File: src/rtl/synch_mod_count_if.sv
// Bus bundle for synch_mod_count: control inputs and the count/flag outputs.
// Clock and reset are kept outside the bundle as plain ports.
interface synch_mod_count_if #(
    parameter int unsigned Nbits = 4
);
    logic             ena;
    logic             up;
    logic             load;
    logic [Nbits-1:0] load_val;
    logic [Nbits-1:0] counter;
    logic             tc;
    logic             ovf;

    modport master (
        output ena, up, load, load_val,
        input  counter, tc, ovf
    );

    modport slave (
        input  ena, up, load, load_val,
        output counter, tc, ovf
    );
endinterface

File: src/rtl/synch_mod_count.sv
// Programmable modulo counter: up/down, parallel load, enable prescaler,
// wrap or saturate at the bounds, terminal-count and overflow flags.
module synch_mod_count #(
    parameter int unsigned     Nbits    = 4,
    parameter longint unsigned MODULUS  = 64'd1 << Nbits,
    parameter int unsigned     PRESC    = 1,
    parameter bit              SATURATE = 1'b0
) (
    input  logic             clk,
    input  logic             rst,
    synch_mod_count_if.slave bus
);
    localparam int unsigned     PW    = (PRESC > 1) ? $clog2(PRESC) : 1;
    localparam logic [PW-1:0]   PLAST = PW'(PRESC - 1);
    localparam logic [Nbits:0]  MAXV  = (Nbits+1)'(MODULUS - 64'd1);
    localparam logic [Nbits:0]  ONE   = (Nbits+1)'(1);

    logic [Nbits-1:0] r_counter;
    logic [PW-1:0]    r_pcnt;
    logic             r_ovf;

    logic [Nbits-1:0] w_counter_nxt;
    logic [PW-1:0]    w_pcnt_nxt;
    logic             w_ovf_nxt;
    logic [Nbits:0]   w_cnt_ext;
    logic [Nbits:0]   w_lv_ext;
    logic [Nbits:0]   w_sum;
    logic             w_at_max;
    logic             w_at_zero;
    logic             w_step;

    // One bit of headroom keeps the compare and +/-1 exact when MODULUS == 2**Nbits.
    assign w_cnt_ext = {1'b0, r_counter};
    assign w_lv_ext  = {1'b0, bus.load_val};
    assign w_at_max  = (w_cnt_ext == MAXV);
    assign w_at_zero = (r_counter == '0);
    assign w_step    = bus.ena && (r_pcnt == PLAST);

    always_comb begin
        w_sum      = w_cnt_ext;
        w_pcnt_nxt = r_pcnt;
        w_ovf_nxt  = 1'b0;
        if (bus.load) begin
            w_sum      = (w_lv_ext > MAXV) ? MAXV : w_lv_ext;
            w_pcnt_nxt = '0;
        end else if (w_step) begin
            w_pcnt_nxt = '0;
            if (bus.up) begin
                if (w_at_max) begin
                    w_ovf_nxt = 1'b1;
                    w_sum     = SATURATE ? w_cnt_ext : '0;
                end else begin
                    w_sum = w_cnt_ext + ONE;
                end
            end else begin
                if (w_at_zero) begin
                    w_ovf_nxt = 1'b1;
                    w_sum     = SATURATE ? w_cnt_ext : MAXV;
                end else begin
                    w_sum = w_cnt_ext - ONE;
                end
            end
        end else if (bus.ena) begin
            w_pcnt_nxt = r_pcnt + PW'(1);
        end
        w_counter_nxt = w_sum[Nbits-1:0];
    end

    always_ff @(posedge clk) begin
        if (rst) begin
            r_counter <= '0;
            r_pcnt    <= '0;
            r_ovf     <= 1'b0;
        end else begin
            r_counter <= w_counter_nxt;
            r_pcnt    <= w_pcnt_nxt;
            r_ovf     <= w_ovf_nxt;
        end
    end

    assign bus.counter = r_counter;
    assign bus.ovf     = r_ovf;
    assign bus.tc      = (bus.up && w_at_max) || (!bus.up && w_at_zero);
endmodule

File: src/flat_wrapper.sv
// flat-port wrapper written by rule: the top's interface ports become plain ports
module synch_mod_count_flat 
#(
    parameter int unsigned     Nbits    = 4,
    parameter longint unsigned MODULUS  = 64'd1 << Nbits,
    parameter int unsigned     PRESC    = 1,
    parameter bit              SATURATE = 1'b0
)
  (clk, rst, bus_ena, bus_up, bus_load, bus_load_val, bus_counter, bus_tc, bus_ovf);
  synch_mod_count_if #(.Nbits(Nbits)) bus_i ();
  input  logic clk;
  input  logic rst;
  input wire logic [$bits(bus_i.ena)-1:0] bus_ena;
  input wire logic [$bits(bus_i.up)-1:0] bus_up;
  input wire logic [$bits(bus_i.load)-1:0] bus_load;
  input wire logic [$bits(bus_i.load_val)-1:0] bus_load_val;
  output wire logic [$bits(bus_i.counter)-1:0] bus_counter;
  output wire logic [$bits(bus_i.tc)-1:0] bus_tc;
  output wire logic [$bits(bus_i.ovf)-1:0] bus_ovf;
  assign bus_i.ena = bus_ena;
  assign bus_i.up = bus_up;
  assign bus_i.load = bus_load;
  assign bus_i.load_val = bus_load_val;
  assign bus_counter = bus_i.counter;
  assign bus_tc = bus_i.tc;
  assign bus_ovf = bus_i.ovf;
  synch_mod_count #(.Nbits(Nbits), .MODULUS(MODULUS), .PRESC(PRESC), .SATURATE(SATURATE)) u_core (.clk(clk), .rst(rst), .bus(bus_i));
endmodule
File: config.mk
export PLATFORM = sky130hd
export DESIGN_NAME = synch_mod_count_flat
export DESIGN_NICKNAME = d
export VERILOG_FILES = /design/src/rtl/synch_mod_count_if.sv /design/src/rtl/synch_mod_count.sv /design/src/flat_wrapper.sv
export SDC_FILE = /design/constraint.sdc
export NUM_CORES = 1
export LEC_CHECK = 0
export CORE_AREA = 2 2 39 41
export DETAILED_ROUTE_END_ITERATION = 10
export DIE_AREA = 0 0 41 43
export HOLD_SLACK_MARGIN = 0.02
export PLACE_DENSITY = 0.6
export SYNTH_ARGS = -nofsm -noshare
export SYNTH_HDL_FRONTEND = slang
export SYNTH_SLANG_ARGS = --single-unit
File: constraint.sdc
create_clock -name clk -period 4.15 [get_ports clk]
set_clock_uncertainty 0.1 [all_clocks]
set_input_delay 0.6225 -clock clk [delete_from_list [all_inputs] [get_ports clk]]
set_output_delay 0.6225 -clock clk [all_outputs]
set_load 0.01 [all_outputs]
-- Word level (Yosys, flattened, before mapping)
Cells that the tools add are included.
W data, S select, Z words.
- ROM bits: 0
- bits in registers: 6
- bits in latches: 0
- output and inout port bits: 6
- bits in writable memories: 0
- logic and storage cells: 28
- memories kept: 0
- input bits: 9
- bitwise operators: 2
- add/sub/neg operators: 3
- equal/unequal tests: 1
- shifts and indexed selects: 0
- reduce and logical (&&, ||, !) cells: 9
- order comparisons: 1
- multipliers: 0
- mux-type cells: 9
- divide/modulo/power cells: 0
- operators by type and width (cell ; count):
    $mux W4 ; 6
    $reduce_or A3 Y1 ; 2
    $add A4 B1 Y4 const B ; 1
    $eq A4 B4 Y1 const B ; 1
    $gt A4 B4 Y1 const B ; 1
    $logic_not A4 Y1 ; 1
    $sub A4 B1 Y4 const B ; 1
    $logic_and A1 B1 Y1 ; 3
    $mux W1 ; 3
    $not A1 Y1 ; 2
    $reduce_bool A2 Y1 ; 1
    $add A1 B1 Y1 const B ; 1
    $logic_not A1 Y1 ; 1
    $logic_or A1 B1 Y1 ; 1

-- Logic depth before layout (Yosys ltp)
- depth after elaboration: 5
- gate-level depth with buffers: 6
- depth with buffers taken out: 6

-- Least setup slack after synthesis
No wires, ideal clock.
- path kind: in2out
- from: input bus_up
- to: output bus_tc
- stages: 2
- path buffers: 0
- arrival: 1.128 ns
- setup slack: 2.299 ns
- cells stage by stage: nand2b_1 > o31ai_1
- longest elaborated chain between the ends: 3
- elaborated cells between the ends (all ways): 4
- classes of those cells: reduce/logical (4)
- RTL lines (element ; line ; source):
    start: declaration ; flat_wrapper.sv:14 ; input wire logic [$bits(bus_i.up)-1:0] bus_up;
    $logic_not A1 Y1 ; synch_mod_count.sv:83 ; assign bus.tc = (bus.up && w_at_max) || (!bus.up && w_at_zero);
    $logic_and A1 B1 Y1 ; synch_mod_count.sv:83 ;
    $logic_or A1 B1 Y1 * ; synch_mod_count.sv:83 ;
    end: declaration ; flat_wrapper.sv:18 ; output wire logic [$bits(bus_i.tc)-1:0] bus_tc;
Mark *: on every way between the ends. The rest lies on a longest branch, timed or not.

-- Final worst setup path
Same ends and word-level chain as after synthesis.

==> out/metrics.csv <==
metric,value,unit
status,finished clean,
rows,14,
dr.max_layer_used,met4,
post_cts_buffers,0,
drcViolationCount,0,
place_ws,1.26,ns
wl_met3,26,µm
grt_usage,12.4,%
nFillCells,157,
power.leakage,0.220,nW
hold_viol_final,0,
area_growth,46.3,%
ir_drop,127,µV
vias,378,
worstHoldStart,u_core.r_pcnt,
setup_viol,0,
syn_avg_cell_area,8.23,µm²
seq_area_frac_synth,31.1,%
ant_nets,0,
viasPerCell,4.78,
rsz0062_at_grt,no,
ys_seq_elements,6,
clkTransAtPathRegs,0.04,ns
drive_above_1_share,9.52,%
synthDistinctLibCells,24,
die_h,43,µm
cp.required,3.43,ns
wl_per_cell,10.7,µm
cp-end-kind,output port,
syn_nets,58,
r2r_start,u_core.bus.counter[0],
drt-total-wl,848,µm
min_period_over_period,69.6,%
globalplace.congestion,0.657,
grt_max_degree,12,
relSlewSlack,73.0,%
seq_area,120,µm²
slew_viol_final,0,
critPathSlowestCell,clkdlybuf4s50_1,
cts.repair.resized,0,
cts-root-buf,clkbuf_4,
fmax,0.346,GHz
drtPass1Iterations,4,
crit_arrival,2.17,ns
die-area,1760,µm²
dp_hpwl,630,µm
overflow,0,
cts_buffer_depth,2,
io_buffer_count,14,
multi_input_comb_area,248,µm²
drt-met1-wl,446,µm
netlist_instances,47,
syn-cell-area,387,µm²
critical_path.startpoint,bus_up,
die_w,41,µm
drtIter0Drc,20,
startpoint_type,input port,
cp_common_cell,clkdlybuf4s50_1,
setup_ws,1.26,ns
clkLatencyLatePin,0.23,ns
core_region_area,1380,µm²
power_density,290,nW/µm²
htree_levels,1,
slowest_delay,0.59,ns
critPathMaxFanout,6,
path_class,input port to output port,
layout_min_cycle_time,2.89,ns
min_path_type,flip-flop to flip-flop,
cts_sinks,6,
numCtsBuffers,3,
grt_pass1_wl,1500,µm
tightest_slew,0.404,ns
antenna_found_initial,0,
postCtsHoldBufs,0,
n_antenna_cell,0,
routed-wl-met2,359,µm
tns,0,ns
first_global_vias,360,
ios,15,
synth_warnings,0,
start_util,27.9,%
cts_tree,built,
cp_cell_sequence,clkdlybuf4s50_1 -> nand2b_1 -> o31ai_1 -> clkdlybuf4s50_1,
fin_nets,76,
cap_violations,0,
-- state kept, by name (all words and copies together) (netlist names) --
signal,cells
u_core.bus.counter,4
u_core.bus.ovf,1
u_core.r_pcnt,1
-- power by group --
part           leakage [nW]  internal [mW]  switching, mW
registers            0.0495         0.0613        0.00699
clock network        0.0138         0.0326         0.0198
logic                 0.157         0.0252         0.0181
total                 0.220          0.119         0.0449
-- cell usage in the layout (no fill, tap or decap), types with 3 or more instances in the layout --
| master | instances |
|---|---|
| a21oi_1 | 4 |
| nor2b_1 | 4 |
| nor2_1 | 3 |
| clkdlybuf4s50_1 | 14 |
| inv_1 | 3 |
| dfxtp_1 | 6 |
| o21ai_0 | 3 |
| clkbuf_4 | 3 |
-- critical path, delay by kind of cell --
kind | cells | cell delay, ns
AO/OA/AOI/OAI | 1 | 0.25
buffers and inverters | 2 | 1.09
AND/OR/NAND/NOR | 1 | 0.21
-- final timing paths --
kind | to | slack, ns | cells after the start
hold reg to reg | u_core.r_pcnt | 0.39 | 1
hold / removal | u_core.r_pcnt | 0.39 | 1
setup / recovery | bus_tc | 1.26 | 4
setup reg to reg | u_core.bus.counter[1] | 2.55 | 6
-- kinds of logic (layout without fill, tap and decap cells) --
kind of cell | Yosys count | in the layout | synth area share, %
AOI/OAI and AO/OA | 13 | 13 | 23.3
xor gates and xnor gates | 3 | 3 | 6.80
adders and majority gates | 2 | 2 | 6.47
buffers and inverters | 5 | 21 | 4.85
and+or+nand+nor | 18 | 18 | 27.5
DFF | 6 | 6 | 31.1
-- area by class of cell --
class / count / area share, %
multi-input cells: 36 / 43.8
repair buffers: 14 / 24.8
flip-flops and latches: 6 / 21.2
clock buffers: 3 / 3.98
well taps: 16 / 3.54
inverters: 4 / 2.65
-- synthesized netlist by cell type --
library cell	count	share of area [%]
a311oi_2	1	3.9
xnor2_1	1	2.3
a21oi_1	4	5.2
o21ai_0	3	3.9
nand2b_1	2	3.2
nor2_1	3	2.9
a2111oi_1	1	2.6
o21a_1	1	1.9
dfxtp_1	6	31
ha_1	2	6.5
or4_4	1	2.9
nor4b_1	2	4.5
nor3_1	2	2.6
o31ai_1	1	1.9
clkbuf_1	1	0.97
nand2_1	2	1.9
inv_1	3	2.9
inv_2	1	0.97
a211oi_1	1	1.9
xor2_1	2	4.5
nor2b_1	4	6.5
nand4_1	1	1.6
a21o_1	1	1.9
nand3_1	1	1.3
-- layer usage --
layer	GRT usage, %	vias up
met5	0	-
met3	3.14	2
li1	-	201
met2	17.5	8
met4	6.00	0
met1	17.0	167
-- per-stage QoR --
stage	hold WS, ns	instances	power [mW]	util (%)	instance area (µm²)
floorplan	0.367	47	0.0908	-	387
global placement	0.377	76	0.113	39.2	543
detailed placement	0.380	76	0.113	39.2	543
CTS	0.386	79	0.166	40.9	566
global route	0.420	79	0.177	40.9	566
finish	0.386	79	0.164	40.9	566
No activity file was read; power rests on OpenSTA's default activity.
